===== config.mk =====
export PLATFORM = sky130hd
export DESIGN_NAME = boundary_box_ctrl
export DESIGN_NICKNAME = d
export VERILOG_FILES = /design/src/rtl/boundary_pkg.sv /design/src/rtl/sync_edge_det.sv /design/src/rtl/boundary_box_ctrl.sv
export SDC_FILE = /design/constraint.sdc
export NUM_CORES = 1
export LEC_CHECK = 0
export ABC_AREA = 1
export CAP_MARGIN = 20
export CORE_UTILIZATION = 51
export CTS_CLUSTER_DIAMETER = 150
export DETAILED_ROUTE_END_ITERATION = 12
export MAX_ROUTING_LAYER = met4
export PLACE_DENSITY_LB_ADDON = 0.1
export SLEW_MARGIN = 5
export SYNTH_ARGS = -nofsm -noshare
export SYNTH_HDL_FRONTEND = slang
export SYNTH_HIERARCHICAL = 1
export SYNTH_SLANG_ARGS = --single-unit
export TNS_END_PERCENT = 10

===== constraint.sdc =====
create_clock -name pixelclk -period 1.87 [get_ports pixelclk]
set_input_delay 0.374 -clock pixelclk [delete_from_list [all_inputs] [get_ports pixelclk]]
set_output_delay 0.374 -clock pixelclk [all_outputs]
set_load 0.05 [all_outputs]

===== src/rtl/boundary_pkg.sv =====
// boundary_pkg: shared types and constants for the boundary-box controller.
// Provides the controller state encoding, the default coordinate width and
// the clear values loaded into the min/max trackers at each frame start.
package boundary_pkg;

    // Default width of hcount/vcount and of the committed box edges.
    localparam int BB_CW = 12;

    // Controller states: wait for the first frame edge, scan pixels, publish box.
    typedef enum logic [1:0] {
        IDLE   = 2'd0,
        ACCUM  = 2'd1,
        COMMIT = 2'd2
    } bb_state_t;

    // Min trackers start at all-ones and max trackers at zero, so the first
    // foreground pixel of a frame always replaces both.
    localparam logic [BB_CW-1:0] BB_MIN_CLR = '1;
    localparam logic [BB_CW-1:0] BB_MAX_CLR = '0;

endpackage


===== src/rtl/sync_edge_det.sv =====
// sync_edge_det: polarity-aware rising-edge detector for a sync signal.
// Produces a one-cycle pulse on the first cycle the sync reaches its active
// level. Used for vsync here and for hsync in the line-based stages.
module sync_edge_det #(
    parameter logic POL = 1'b1
) (
    input  logic pixelclk,
    input  logic reset,
    input  logic sync_in,
    output logic pulse
);

    logic act;
    logic act_d;

    assign act   = (sync_in == POL);
    assign pulse = act & ~act_d;

    // Register the active-level flag; reset treats sync as inactive.
    always_ff @(posedge pixelclk) begin
        // NOTE: sequential state uses non-blocking assignment so every
        // register samples pre-edge values regardless of block ordering.
        if (reset) begin
            act_d <= 1'b0;
        end else begin
            act_d <= act;
        end
    end

endmodule


===== src/rtl/boundary_box_ctrl.sv =====
// boundary_box_ctrl: per-frame bounding box of foreground mask pixels.
// Tracks min/max column and row of qualified foreground pixels over a frame
// and publishes the box on each vsync edge for the boundary overlay stage.
// Optional macro BOUNDARY_BOX_HOLD_EN: invalid frames keep the previous box
// for up to HOLD_FRAMES commits before it is cleared.
module boundary_box_ctrl
    import boundary_pkg::*;
#(
    parameter int   CW          = BB_CW,
    parameter logic VS_POL      = 1'b1,
    parameter int   MIN_PIXELS  = 64,
    parameter int   CNT_W       = 20,
    parameter int   HOLD_FRAMES = 4
) (
    input  logic          pixelclk,
    input  logic          reset,
    input  logic          i_bin,
    input  logic          i_de,
    input  logic          i_vsync,
    input  logic [CW-1:0] hcount,
    input  logic [CW-1:0] vcount,
    input  logic          i_en,
    output logic [CW-1:0] hcount_l,
    output logic [CW-1:0] hcount_r,
    output logic [CW-1:0] vcount_l,
    output logic [CW-1:0] vcount_r,
    output logic          o_valid,
    output logic          o_frame_done
);

    // Clear values stretched to the configured coordinate width.
    localparam logic [CW-1:0]    MIN_CLR = {CW{BB_MIN_CLR[0]}};
    localparam logic [CW-1:0]    MAX_CLR = {CW{BB_MAX_CLR[0]}};
    localparam logic [CNT_W-1:0] CNT_MAX = '1;
    localparam logic [CNT_W-1:0] MIN_PX  = CNT_W'(MIN_PIXELS);

    if (MIN_PIXELS < 0 || CNT_W < 1 || HOLD_FRAMES < 1) begin : g_bad_param
        $error("boundary_box_ctrl: illegal parameter value");
    end

    bb_state_t        state;
    logic [CW-1:0]    hmin, hmax, vmin, vmax;
    logic [CNT_W-1:0] cnt;
    logic             vs_edge;
    logic             fg_px;
    logic             box_ok;

    assign fg_px  = i_de & i_bin;
    assign box_ok = (cnt >= MIN_PX);

    sync_edge_det #(
        .POL (VS_POL)
    ) u_vs_edge (
        .pixelclk (pixelclk),
        .reset    (reset),
        .sync_in  (i_vsync),
        .pulse    (vs_edge)
    );

    // Frame sequencing and min/max/count accumulation over one frame.
    always_ff @(posedge pixelclk) begin
        if (reset) begin
            state <= IDLE;
            hmin  <= MIN_CLR;
            hmax  <= MAX_CLR;
            vmin  <= MIN_CLR;
            vmax  <= MAX_CLR;
            cnt   <= '0;
        end else begin
            case (state)
                IDLE: begin
                    // First edge only arms; the partial frame before it is dropped.
                    if (vs_edge) begin
                        hmin  <= MIN_CLR;
                        hmax  <= MAX_CLR;
                        vmin  <= MIN_CLR;
                        vmax  <= MAX_CLR;
                        cnt   <= '0;
                        state <= ACCUM;
                    end
                end
                ACCUM: begin
                    // The pixel in the edge cycle still belongs to the closing frame.
                    if (fg_px) begin
                        if (hcount < hmin) hmin <= hcount;
                        if (hcount > hmax) hmax <= hcount;
                        if (vcount < vmin) vmin <= vcount;
                        if (vcount > vmax) vmax <= vcount;
                        if (cnt != CNT_MAX) cnt <= cnt + CNT_W'(1);
                    end
                    if (vs_edge) state <= COMMIT;
                end
                COMMIT: begin
                    hmin  <= MIN_CLR;
                    hmax  <= MAX_CLR;
                    vmin  <= MIN_CLR;
                    vmax  <= MAX_CLR;
                    cnt   <= '0;
                    state <= ACCUM;
                end
                default: state <= IDLE;
            endcase
        end
    end

`ifdef BOUNDARY_BOX_HOLD_EN
    localparam int HW = $clog2(HOLD_FRAMES + 1);
    localparam logic [HW-1:0] HOLD_LIM = HW'(HOLD_FRAMES);
    logic [HW-1:0] hold_cnt;
`endif

    // Publish the box once per frame; outputs only change in COMMIT.
    always_ff @(posedge pixelclk) begin
        if (reset) begin
            hcount_l     <= '0;
            hcount_r     <= '0;
            vcount_l     <= '0;
            vcount_r     <= '0;
            o_valid      <= 1'b0;
            o_frame_done <= 1'b0;
`ifdef BOUNDARY_BOX_HOLD_EN
            hold_cnt     <= '0;
`endif
        end else begin
            o_frame_done <= (state == COMMIT);
            if (state == COMMIT && i_en) begin
                if (box_ok) begin
                    hcount_l <= hmin;
                    hcount_r <= hmax;
                    vcount_l <= vmin;
                    vcount_r <= vmax;
                    o_valid  <= 1'b1;
`ifdef BOUNDARY_BOX_HOLD_EN
                    hold_cnt <= '0;
`endif
                end else begin
`ifdef BOUNDARY_BOX_HOLD_EN
                    // Ride out short dropouts; clear once the hold budget is spent.
                    if (hold_cnt >= HOLD_LIM) begin
                        hcount_l <= '0;
                        hcount_r <= '0;
                        vcount_l <= '0;
                        vcount_r <= '0;
                        o_valid  <= 1'b0;
                    end else begin
                        hold_cnt <= hold_cnt + HW'(1);
                    end
`else
                    // An all-zero box draws nothing downstream.
                    hcount_l <= '0;
                    hcount_r <= '0;
                    vcount_l <= '0;
                    vcount_r <= '0;
                    o_valid  <= 1'b0;
`endif
                end
            end
        end
    end

endmodule


# After elaboration in Yosys (flattened, before gate mapping)
# Index checks and enable logic that the tools add are counted.
# word_totals
regBits	121
wordCells	68
output_inout_bits	50
inputBits	30
# classes
add_sub_neg	1
n_eq_ne	11
n_reduce_logical	9
magnitude_cmp	5
muxes	26
n_bitwise	3
# op_table
cell	n
$mux W12	14
$pmux W12 S3	4
$mux W20	3
$pmux W20 S3	1
$gt A12 B12 Y1	2
$lt A12 B12 Y1	2
$add A20 B1 Y20 const B	1
$ge A20 B7 Y1 const B	1
$ne A20 B20 Y1 const B	1
$reduce_and A4 Y1	5
$ne A2 B2 Y1 const B	6
$pmux W2 S3	1
$mux W2	2
$ne A2 B1 Y1 const B	2
$reduce_bool A3 Y1	1
$and A1 B1 Y1	2
$eq A2 B1 Y1 const B	1
$eq A2 B2 Y1 const B	1
$logic_not A2 Y1	1
$reduce_and A2 Y1	1
$logic_and A1 B1 Y1	1
$mux W1	1
$not A1 Y1	1

# Longest topological paths before layout
# logic_depth
ltp_word	4
depth_mapped	16
ltp_nobuf	15

# Hierarchy
# Netlist, hierarchy kept.
# modules_own_cells
module	area_per_inst_um2	cells_each	instances	seq_area_each_um2
boundary_box_ctrl	6582.6	968	1	2402.3
sync_edge_det	31.3	4	1	20.0

# Worst setup path after synthesis
# OpenSTA, ideal clock, no wires.
# synth_path
kind	input to register
start	input hcount[11]
end	register hmax[11]
required_ns	1.736
t_arrival_ns	1.635
slack_ns	0.101
setup_time_ns	0.134
cell_stages	13
n_path_buf	1
path_cell_list	ha_1 -> nand2_1 -> inv_1 -> nand2_1 -> nor2_1 -> nand2_1 -> nand3_1 -> nand2_1 -> nand2_1 -> clkbuf_1 -> nand3_1 -> nand2_1 -> nor2_1
# synth_between
elab_chain_cells	3
word_cells_on_any_way	6
classes_between	order compare: 1; eq/ne: 1; mux: 3; reduce/logical: 1
# synth_lines
element	line	rtl
start: declaration	boundary_box_ctrl.sv:20	input logic [CW-1:0] hcount,
$gt A12 B12 Y1 or $mux W12 (tied branches)	boundary_box_ctrl.sv:86	if (hcount > hmax) hmax <= hcount;
$ne A2 B2 Y1 (no source line) or $mux W12 (tied branches)	--	
$reduce_and A4 Y1 (no source line) or $pmux W12 S3 (tied branches)	--	
end signal: assignment	boundary_box_ctrl.sv:86	
end: declaration	boundary_box_ctrl.sv:42	logic [CW-1:0] hmin, hmax, vmin, vmax;
# Several ways; a longest one is shown, not always the timed one. The select of a mux whose other input is x is not followed.
# A chain may end at the register's enable or synchronous reset.

# Worst setup path in the final report
# layout_path
start	register hmax[11]
end	register hmax[7]
# layout_between
elab_chain_cells	3
# layout_lines
element	line
$gt A12 B12 Y1	boundary_box_ctrl.sv:86
$ne A2 B2 Y1 (no source line)	--
$reduce_and A4 Y1 (no source line)	--
# No other way between the ends.

==> results.yml <==
route:
  num_vias: 6558
  vias_per_cell: 5.17
  detail_route.iter0.violations: 490
  wirelength_um: 17700
  route.met3.wl_um: 1060
  drtAntennaViolNets: 0
  wl_per_cell_um: 14.0
  drcViolationCount: 0
  drt_first_pass_iters: 5
  wl_met2_um: 8150
  wl_met1_um: 8270
  top_layer: "met4"
placement:
  place_hpwl_um: 12200
  dp_slack_ps: -495
  io_buffers: 79
  gp_congestion: 0.882
  dpl-instance-area_um2: 7890
power_and_ir_drop:
  power_density_nw_per_um2: 902
  power.leakage_nw: 4.30
  ir_worst_vdd_mv: 0.478
synth:
  ys_ff_latch: 121
  syn_inst: 972
  synth-seq-area-share_pct: 36.6
  synth.top_cell.area_share_pct: 36.6
  yosys.area.top_type: "dfxtp_1"
  synth_fp_nets: 1050
  synth_warnings: 6
  synth_cell_types: 31
  synth_edf_count: 0
  async_flop_share_pct: 0
  syn-cell-area_um2: 6610
  synthTopCellsByArea: "dfxtp_1 37%, nand2_1 16%, ha_1 9.1%"
  syn_area_per_cell_um2: 6.80
  synth_flop_cell: "dfxtp_1"
worst_hold_path:
  worstHoldPathType: "input port to flip-flop"
global_routing:
  grt_pass1_wl_um: 28400
  grt_antenna_before_repair: 0
  grt_max_degree: 50
  grt_pass1_vias: 5861
  overflow: 0
  grt_usage_pct: 28.3
layout:
  final_common_cell: "nand2_1"
  area_growth_pct: 31.3
  final_cell_mix: "272 x nand2_1, 115 x nand3_1, 109 x dfxtp_1"
  drive_above_1_share_pct: 17.5
  n_antenna_cell: 0
  finalCoreUtilization_pct: 68.8
  fillers: 1177
  finalInstanceArea_um2: 8680
  layout.nets: 1162
sta:
  timing.final.ws_setup_ps: 93.5
  slew_viol_final: 0
  finalCritPeriodShare_pct: 95.0
  min_period_ps: 1780
  relSlewSlack_pct: 64.9
  setup_viol: 0
  timing.fmax_mhz: 563
  skew_ps: 10.1
  hold_viol_final: 0
  rsz0062_at_grt: "yes"
  worst_pin_slew_ps: 526
cts:
  cts_tree: "built"
  worstSkewPairLatency_ps: 420
  htreeDepth: 4
  clkSinkCount: 121
  cts_buffer_depth: 2
  cts.clk_slew.worst_paths_ps: 50
  cts_root_buf: "clkbuf_16"
  numCtsBuffers: 17
critical_path:
  critical_path.startpoint_type: "flip-flop"
  rrSetupSlack_ps: 90
  critPathKind: "flip-flop to flip-flop"
  end_kind: "flip-flop"
  worstPathRequired_ps: 2150
  crit_fanout: 6
  cp_data_arrival_time_ps: 2060
die:
  dieArea_um2: 13400
  die_h_um: 116
  core-area_um2: 12600
  initial_core_util_pct: 52.4
  num_io_pins: 80
  core.rowCount: 41
  dieWidth_um: 116
status:
  status: "finished clean"
run:
  drv_cap: 0
==> layer usage <==
metal | track usage (%) | up-vias
li1 | - | 3365
met1 | 37.0 | 2993
met2 | 44.5 | 178
met3 | 4.71 | 22
met4 | 8.72 | 0
met5 | - | -
==> flip-flops by register name (all words and copies together), names as in the netlist, 2 cells and up <==
| signal | count |
|---|---|
| hmax | 12 |
| vcount_l | 12 |
| state | 2 |
| hcount_l | 12 |
| vmax | 12 |
| vmin | 12 |
| hmin | 12 |
| hcount_r | 12 |
| cnt | 20 |
| vcount_r | 12 |
==> repair_timing <==
| item | CTS | global route |
|---|---|---|
| hold buffers | 0 | 0 |
| setup buffers | 0 | 2 |
| endpoints found under the setup margin | 42 | 62 |
| pin swaps | 0 | 8 |
| resized for setup | 35 | 55 |
==> worst paths after layout <==
check | depth (start not counted) | endpoint | start
setup reg to reg | 14 | hmax[7]$_SDFFE_PP0P_ | hmax[11]$_SDFFE_PP0P_
setup / recovery | 14 | hmax[7]$_SDFFE_PP0P_ | hmax[11]$_SDFFE_PP0P_
hold reg to reg | 2 | o_valid$_SDFFE_PP0P_ | o_valid$_SDFFE_PP0P_
hold / removal | 4 | state[1]$_SDFFE_PP0P_ | reset
==> cell type report <==
class                      instances  area, um^2  area share, %
sequential                       121        2440           28.1
clock buffer                      24         492           5.66
timing repair buffer             144        1290           14.9
inverter                         104         390           4.50
clock inverter                     8         140           1.61
tap                              172         215           2.48
multi-input combinational        696        3710           42.8
==> report_power, final <==
part           internal (mW)  switching [mW]
combinational          0.622           0.852
sequential              2.74           0.121
clock                   2.36            1.14
total                   5.72            2.12
==> synthesized netlist by cell type, types with 5 or more instances <==
| cell type | instances |
|---|---|
| nand2_1 | 277 |
| or2_2 | 16 |
| nand2_2 | 5 |
| nand4_1 | 30 |
| ha_1 | 48 |
| buf_1 | 9 |
| buf_2 | 11 |
| nand3_1 | 117 |
| xor2_1 | 8 |
| inv_1 | 100 |
| a21oi_2 | 9 |
| clkbuf_1 | 30 |
| a21oi_1 | 71 |
| nor2_1 | 94 |
| dfxtp_1 | 121 |
==> worst max-delay path: stages (launching register included) <==
cell and delay (ps):
dfxtp_2 350, inv_2 60, ha_4 260, nand2_1 60, inv_1 60, nand2_2 70, nor2_2 120, nand2_1 80
nand3_1 70, nand2_1 70, nand2_2 80, buf_4 150, nand3_1 90, nand2_1 90, nor2_1 40
==> stage by stage <==
step	hold WS [ps]	power, mW	instances	setup TNS, ps
finish	333	7.84	1269	0
global route	348	8.21	1269	-645
floorplan	446	3.76	972	0
CTS	313	7.79	1267	0
detailed placement	456	4.27	1235	-20340
global placement	451	4.25	1235	-19800
==> cell families after synthesis <==
kind of cell	Yosys count	share of synthesized area [%]
and+or+nand+nor	549	36.2
buffers and inverters	155	9.12
adders and majority gates	48	9.08
xor gates and xnor gates	11	1.46
AOI/OAI and AO/OA	88	7.57
DFF	121	36.6
Power figures use the tool's default switching activity.
